### src/rtl/grey_decoder_pipe.sv
// grey_decoder_pipe: two-stage pipelined Gray-to-binary decoder with valid/ready flow control.
// Define GREY_STEP_CHECK_EN to add o_step_err, flagging accepted codes that are not a unit step from the previous one.
module grey_decoder_pipe #(
  parameter int unsigned WIDTH = 4
) (
  input  logic             i_clk,
  input  logic             i_rst_n,
  input  logic             i_en,
  input  logic             i_valid,
  input  logic [WIDTH-1:0] i_grey,
  output logic             o_ready,
  output logic             o_valid,
  output logic [WIDTH-1:0] o_bin,
  input  logic             i_ready
`ifdef GREY_STEP_CHECK_EN
  ,
  output logic             o_step_err
`endif
);

  logic             r_s1_valid;
  logic [WIDTH-1:0] r_s1_grey;
  logic             r_s2_valid;
  logic [WIDTH-1:0] r_s2_bin;
  logic             w_s2_adv;
  logic             w_s1_adv;
  logic [WIDTH-1:0] w_s1_bin;

  assign w_s2_adv = ~r_s2_valid | i_ready;
  assign w_s1_adv = ~r_s1_valid | w_s2_adv;
  assign o_ready  = i_en & w_s1_adv;
  assign o_valid  = r_s2_valid;
  assign o_bin    = r_s2_bin;

  // bin[k] is the XOR of all Gray bits at or above k.
  always_comb begin
    w_s1_bin = '0;
    for (int unsigned k = 0; k < WIDTH; k++) begin
      w_s1_bin[k] = ^(r_s1_grey >> k);
    end
  end

  always_ff @(posedge i_clk or negedge i_rst_n) begin
    if (!i_rst_n) begin
      r_s1_valid <= 1'b0;
      r_s1_grey  <= '0;
    end else if (w_s1_adv) begin
      r_s1_valid <= i_valid & i_en;
      r_s1_grey  <= i_grey;
    end
  end

  always_ff @(posedge i_clk or negedge i_rst_n) begin
    if (!i_rst_n) begin
      r_s2_valid <= 1'b0;
      r_s2_bin   <= '0;
    end else if (w_s2_adv) begin
      r_s2_valid <= r_s1_valid;
      r_s2_bin   <= w_s1_bin;
    end
  end

`ifdef GREY_STEP_CHECK_EN
  logic             r_first;
  logic [WIDTH-1:0] r_last;
  logic             r_s1_err;
  logic             r_s2_err;
  logic             w_in_xfer;
  logic             w_step_err;

  assign w_in_xfer  = i_valid & o_ready;
  // The first word after reset has no predecessor; a repeated code is not one-hot and so flags.
  assign w_step_err = ~r_first & ~$onehot(i_grey ^ r_last);
  assign o_step_err = r_s2_err & r_s2_valid;

  always_ff @(posedge i_clk or negedge i_rst_n) begin
    if (!i_rst_n) begin
      r_first <= 1'b1;
      r_last  <= '0;
    end else if (w_in_xfer) begin
      r_first <= 1'b0;
      r_last  <= i_grey;
    end
  end

  always_ff @(posedge i_clk or negedge i_rst_n) begin
    if (!i_rst_n) begin
      r_s1_err <= 1'b0;
      r_s2_err <= 1'b0;
    end else begin
      if (w_s1_adv) r_s1_err <= w_step_err;
      if (w_s2_adv) r_s2_err <= r_s1_err;
    end
  end
`endif

endmodule
### config.mk
export PLATFORM = sky130hd
export DESIGN_NAME = grey_decoder_pipe
export DESIGN_NICKNAME = d
export VERILOG_FILES = /design/src/rtl/grey_decoder_pipe.sv
export SDC_FILE = /design/constraint.sdc
export NUM_CORES = 1
export LEC_CHECK = 0
export BUFFER_PORTS_ARGS = -buffer_cell sky130_fd_sc_hd__buf_2
export CAP_MARGIN = 0
export CORE_AREA = 3 3 40 42
export CTS_CLUSTER_DIAMETER = 200
export DETAILED_ROUTE_END_ITERATION = 8
export DIE_AREA = 0 0 43 45
export PLACE_DENSITY = 0.54
export SLEW_MARGIN = 20
export SYNTH_ARGS = -nofsm -noshare
export SYNTH_HDL_FRONTEND = slang
export SYNTH_SLANG_ARGS = --single-unit
### constraint.sdc
create_clock -name i_clk -period 2.7 [get_ports i_clk]
set_input_delay 0.135 -clock i_clk [delete_from_list [all_inputs] [get_ports i_clk]]
set_output_delay 0.135 -clock i_clk [all_outputs]
set_load 0.005 [all_outputs]
* Word level (Yosys, flattened, before mapping)
Cells that the tools add are included.
** Cells by class
- Add/sub/neg operators :: 0
- Multiply operators :: 0
- Div/mod/pow operators :: 0
- $lt $le $gt $ge :: 0
- Eq/ne operators :: 0
- Shift operators :: 0
- Muxes and demuxes :: 0
- Bitwise operators :: 6
- Reduce and logical (&&, ||, !) cells :: 4
** Operators with widths (count)
- XOR reduction 4 bit :: 4
- AND 1 bit :: 2
- NOT 1 bit :: 2
- OR 1 bit :: 2
** Storage, ports and cells
- Register bits :: 10
- Bits in latches :: 0
- Bits in writable memories :: 0
- Memory bits (read-only) :: 0
- Input bits :: 9
- Output and inout port bits :: 6
- Logic and storage cells :: 14
- Memories kept :: 0

* Depth between registers and ports, before layout
- Word-level depth :: 4
- Depth in mapped cells :: 4
- Mapped depth without buffers :: 3

* Worst setup path after synthesis
No wires, ideal clock.
- Path type :: reg2reg
- From :: register r_s2_valid (netlist: o_valid)
- To :: register r_s2_bin[3] (netlist: o_bin[3])
- Setup time :: 125 ps
- Arrival time :: 1031 ps
- Required time :: 2575 ps
- Setup slack :: 1544 ps
- Cell stages (with the launch flop) :: 4
- Buffers on the path :: 1
- Period minus slack after synthesis :: 1156 ps
- Path through :: dfrtp_1 nand2b_1 clkbuf_1 mux2_2
** On the way
- Longest elaborated chain between the ends :: 2
** Ends and longest elaborated chain
- start, declared :: line 23 : logic r_s2_valid;
- start signal, assigned :: line 58 : r_s2_valid <= r_s1_valid;
- NOT 1 bit :: line 29 : assign w_s2_adv = ~r_s2_valid | i_ready;
- OR 1 bit :: line 29
- end signal, assigned :: line 59 : r_s2_bin <= w_s1_bin;
- end, declared :: line 24 : logic [WIDTH-1:0] r_s2_bin;
Every way passes these cells.
A chain may end at the register's enable or synchronous reset.

* Final worst setup path
- From :: register r_s2_valid (netlist: o_valid)
- To :: output o_ready
** On the way
- Longest elaborated chain between the ends :: 4
** Ends and longest elaborated chain
- NOT 1 bit :: line 29
- OR 1 bit :: line 29
- OR 1 bit :: line 30 : assign w_s1_adv = ~r_s1_valid | w_s2_adv;
- AND 1 bit :: line 31 : assign o_ready = i_en & w_s1_adv;
- end, declared :: line 11 : output logic o_ready,
Every way passes these cells.

==> flow_summary.rst <==
.. list-table::
   :header-rows: 1

   * - Metric
     - Value
   * - Power per cell area
     - 696 nW/µm²
   * - Sequence of cells on the critical path
     - nand3b_1 > and2_1 > buf_2
   * - Total of warnings raised by yosys
     - 0
   * - Gp weighted congestion
     - 0.683
   * - Root Driver
     - clkbuf_4
   * - Critical path class
     - register to output port
   * - Top cell type by total area after synthesis
     - dfrtp_1
   * - Number of H-tree levels
     - 1
   * - Count of maximum capacitance violations
     - 0
   * - Via Count
     - 286
   * - Status
     - finished clean
   * - Clock latency on the worst-skew pair
     - approximately 0.26 ns
   * - Core footprint
     - ~1300 µm²
   * - Post-CTS Hold Fix Bufs
     - 1
   * - Syn_area_per_cell
     - 13.5 µm²
   * - Placement Rows
     - 13
   * - Worst Setup Start Kind
     - register
   * - Slowest stage cell, crit path
     - dfrtp_1
   * - Count of boundary I/O pins
     - 15
   * - Area share of the largest cell type after synthesis
     - between 50% and 60%
   * - Endpoints failing setup
     - 0
   * - Leading cell type in the layout, fill and taps excluded
     - buf_2
   * - Post-CTS clock slew at the launch and capture registers of the worst setup and hold paths
     - 0.06 ns
   * - Postcts setup bufs
     - 0
   * - Number of cells traversed by the worst hold path
     - 3
   * - Post-Syn Area
     - ~420 µm²
   * - Initial antenna violation count
     - 0
   * - Chip width
     - 43 µm
   * - Die height
     - 45 µm
   * - Post-Route WL
     - 729 µm
   * - Via count of the first global-routing pass
     - 259
   * - Final TNS setup
     - 0 ns
   * - Critical path required time
     - ~2.6 ns
   * - Ant. Diodes
     - 0
   * - Static leakage
     - 0.265 nW
   * - Global route total overflow
     - 0
   * - Most frequent cells in the layout
     - 14 x buf_2, 10 x dfrtp_1, 5 x mux2_2
   * - Number of sinks driven by the clock tree
     - 10
   * - Routed len/inst
     - roughly 11 µm
   * - Synth area leaders
     - dfrtp_1 60%, mux2_2 13%, xnor2_1 6.3%, xnor2_2 3.9%, mux2_4 3.6%
   * - Die area
     - 1940 µm²
   * - Clock buffer count from CTS
     - 3
   * - Clock skew
     - 0.00125 ns
   * - Port buffer count
     - 14
   * - TritonRoute pass-1 iters
     - 4
   * - Fillers
     - 122
   * - Seq/Total Area, Yosys
     - 59.7%
   * - RSZ-0062 raised after global routing
     - no
   * - DRC violation count after routing
     - 0
   * - DR iter-0 viols
     - 4
   * - Slew of the pin with the lowest slew margin
     - 0.280 ns
   * - Relative slew slack
     - 81.3%
   * - Number of cell instances on the worst register-to-register path
     - 2
   * - Post-DRT Antenna Nets
     - 0
   * - Global Route Usage Sum
     - 8.61%
   * - Final WS setup
     - ~1.4 ns
   * - Worst Hold Class
     - input pin to register
   * - Effective utilization at floorplan
     - 32.6%
   * - Number of pins exceeding their max-slew limit in the final report
     - 0
   * - Final net count
     - 59
   * - Post_cts resized
     - 0
   * - Register bit count reported by yosys
     - 10
   * - Mapped Cells
     - 31
   * - Final cycle utilization of the critical path
     - 49.4%
   * - Pin count of the biggest net entering global routing
     - 11
   * - Peak VDD IR
     - 0.230 mV
   * - Detail-routed via count per cell
     - 4.47
   * - Synthesized netlist net count
     - 40
   * - Highest Clock Rate
     - 750 MHz
   * - Unique cell type count in the Yosys netlist
     - 12
   * - Clock tree from TritonCTS
     - yes
   * - Number of buffers between clock root and the deepest sink
     - 2
   * - Crit path largest cell delay
     - 0.37 ns
   * - CP Max Fanout
     - 6
   * - Dpl ws
     - ~1.6 ns
   * - Global-route wire length before repair
     - 1140 µm
   * - Hold Fails Final Rpt
     - 0
   * - Share of final-layout standard cells stronger than drive strength 1
     - between 50% and 60%
   * - Setup crit end kind
     - output port
   * - Arrival time at the worst endpoint
     - 1.20 ns
   * - Post-layout minimum cycle time
     - roughly 1.3 ns
   * - Post-synthesis to final-layout area growth
     - 31.3%
-- cell usage after synthesis (all sizes together) --
cell,instances
and2,1
mux2,6
a21oi,2
nand2b,2
nand3b,1
dfrtp,10
clkbuf,1
nor2,2
nand2,2
xnor2,4
-- sequential cells by signal (all words and copies together) (netlist names) --
register    cells
r_s1_grey       4
r_s1_valid      1
o_valid         1
o_bin           4
-- metrics by stage --
| step | total power [mW] | cells | area (µm²) | hold slack, ns | utilization (%) |
|---|---|---|---|---|---|
| 6_report | 0.383 | 64 | 551 | 0.0753 | 42.8 |
| 5_1_grt | 0.407 | 64 | 551 | 0.0613 | 42.8 |
| 4_1_cts | 0.392 | 64 | 551 | 0.0689 | 42.8 |
| 3_5_place_dp | 0.254 | 59 | 504 | 0.00885 | 39.2 |
| 3_3_place_gp | 0.251 | 59 | 504 | -0.00218 | 39.2 |
| 2_1_floorplan | 0.224 | 31 | 419 | -0.161 | - |
-- cell families (layout without fill, tap and decap cells) --
family	after synthesis	in the layout	share of synthesized area, %
xor gates and xnor gates	4	4	10.2
AOI/OAI and AO/OA	2	2	2.39
and+or+nand+nor	8	8	9.85
muxes	6	6	17.0
DFF	10	10	59.7
buffers and inverters	1	19	0.895
-- final timing paths --
kind	start	to	slack [ns]
min in group asynchronous	i_rst_n	o_bin[1]	0.25
worst max register to register	o_valid	o_bin[3]	1.59
worst max-delay path	o_valid	o_ready	1.37
worst min-delay path	i_valid	r_s1_valid	0.08
worst min register to register	r_s1_valid	o_valid	0.47
max in group asynchronous	i_rst_n	r_s1_valid	2.26
-- routing by layer --
metal / GRT usage [%] / wire [µm]
met1: 9.77 / 317
met5: 0 / 0
met3: 3.59 / 70
met4: 9.04 / 14
met2: 11.7 / 327
-- cell type report --
| cell class | count | area (µm²) | area share (%) |
|---|---|---|---|
| Timing Repair Buffer | 15 | 80.1 | 14.5 |
| Multi-Input combinational cell | 20 | 165 | 30.0 |
| Clock buffer | 4 | 36.3 | 6.59 |
| Sequential cell | 10 | 250 | 45.5 |
| Tap cell | 15 | 18.8 | 3.41 |
-- worst max-delay path: cells and delay by family (launching register included) --
kind	cells	cell delay (ns)
and+or+nand+nor	2	0.45
DFF	1	0.37
buffers and inverters	1	0.12
-- where the power goes --
group | internal (mW) | leakage (nW) | switching (mW)
logic | 0.0407 | 0.127 | 0.0266
clock network | 0.0819 | 0.0210 | 0.0510
registers | 0.170 | 0.117 | 0.0124
total | 0.293 | 0.265 | 0.0900
No activity file was read; power rests on OpenSTA's default activity.
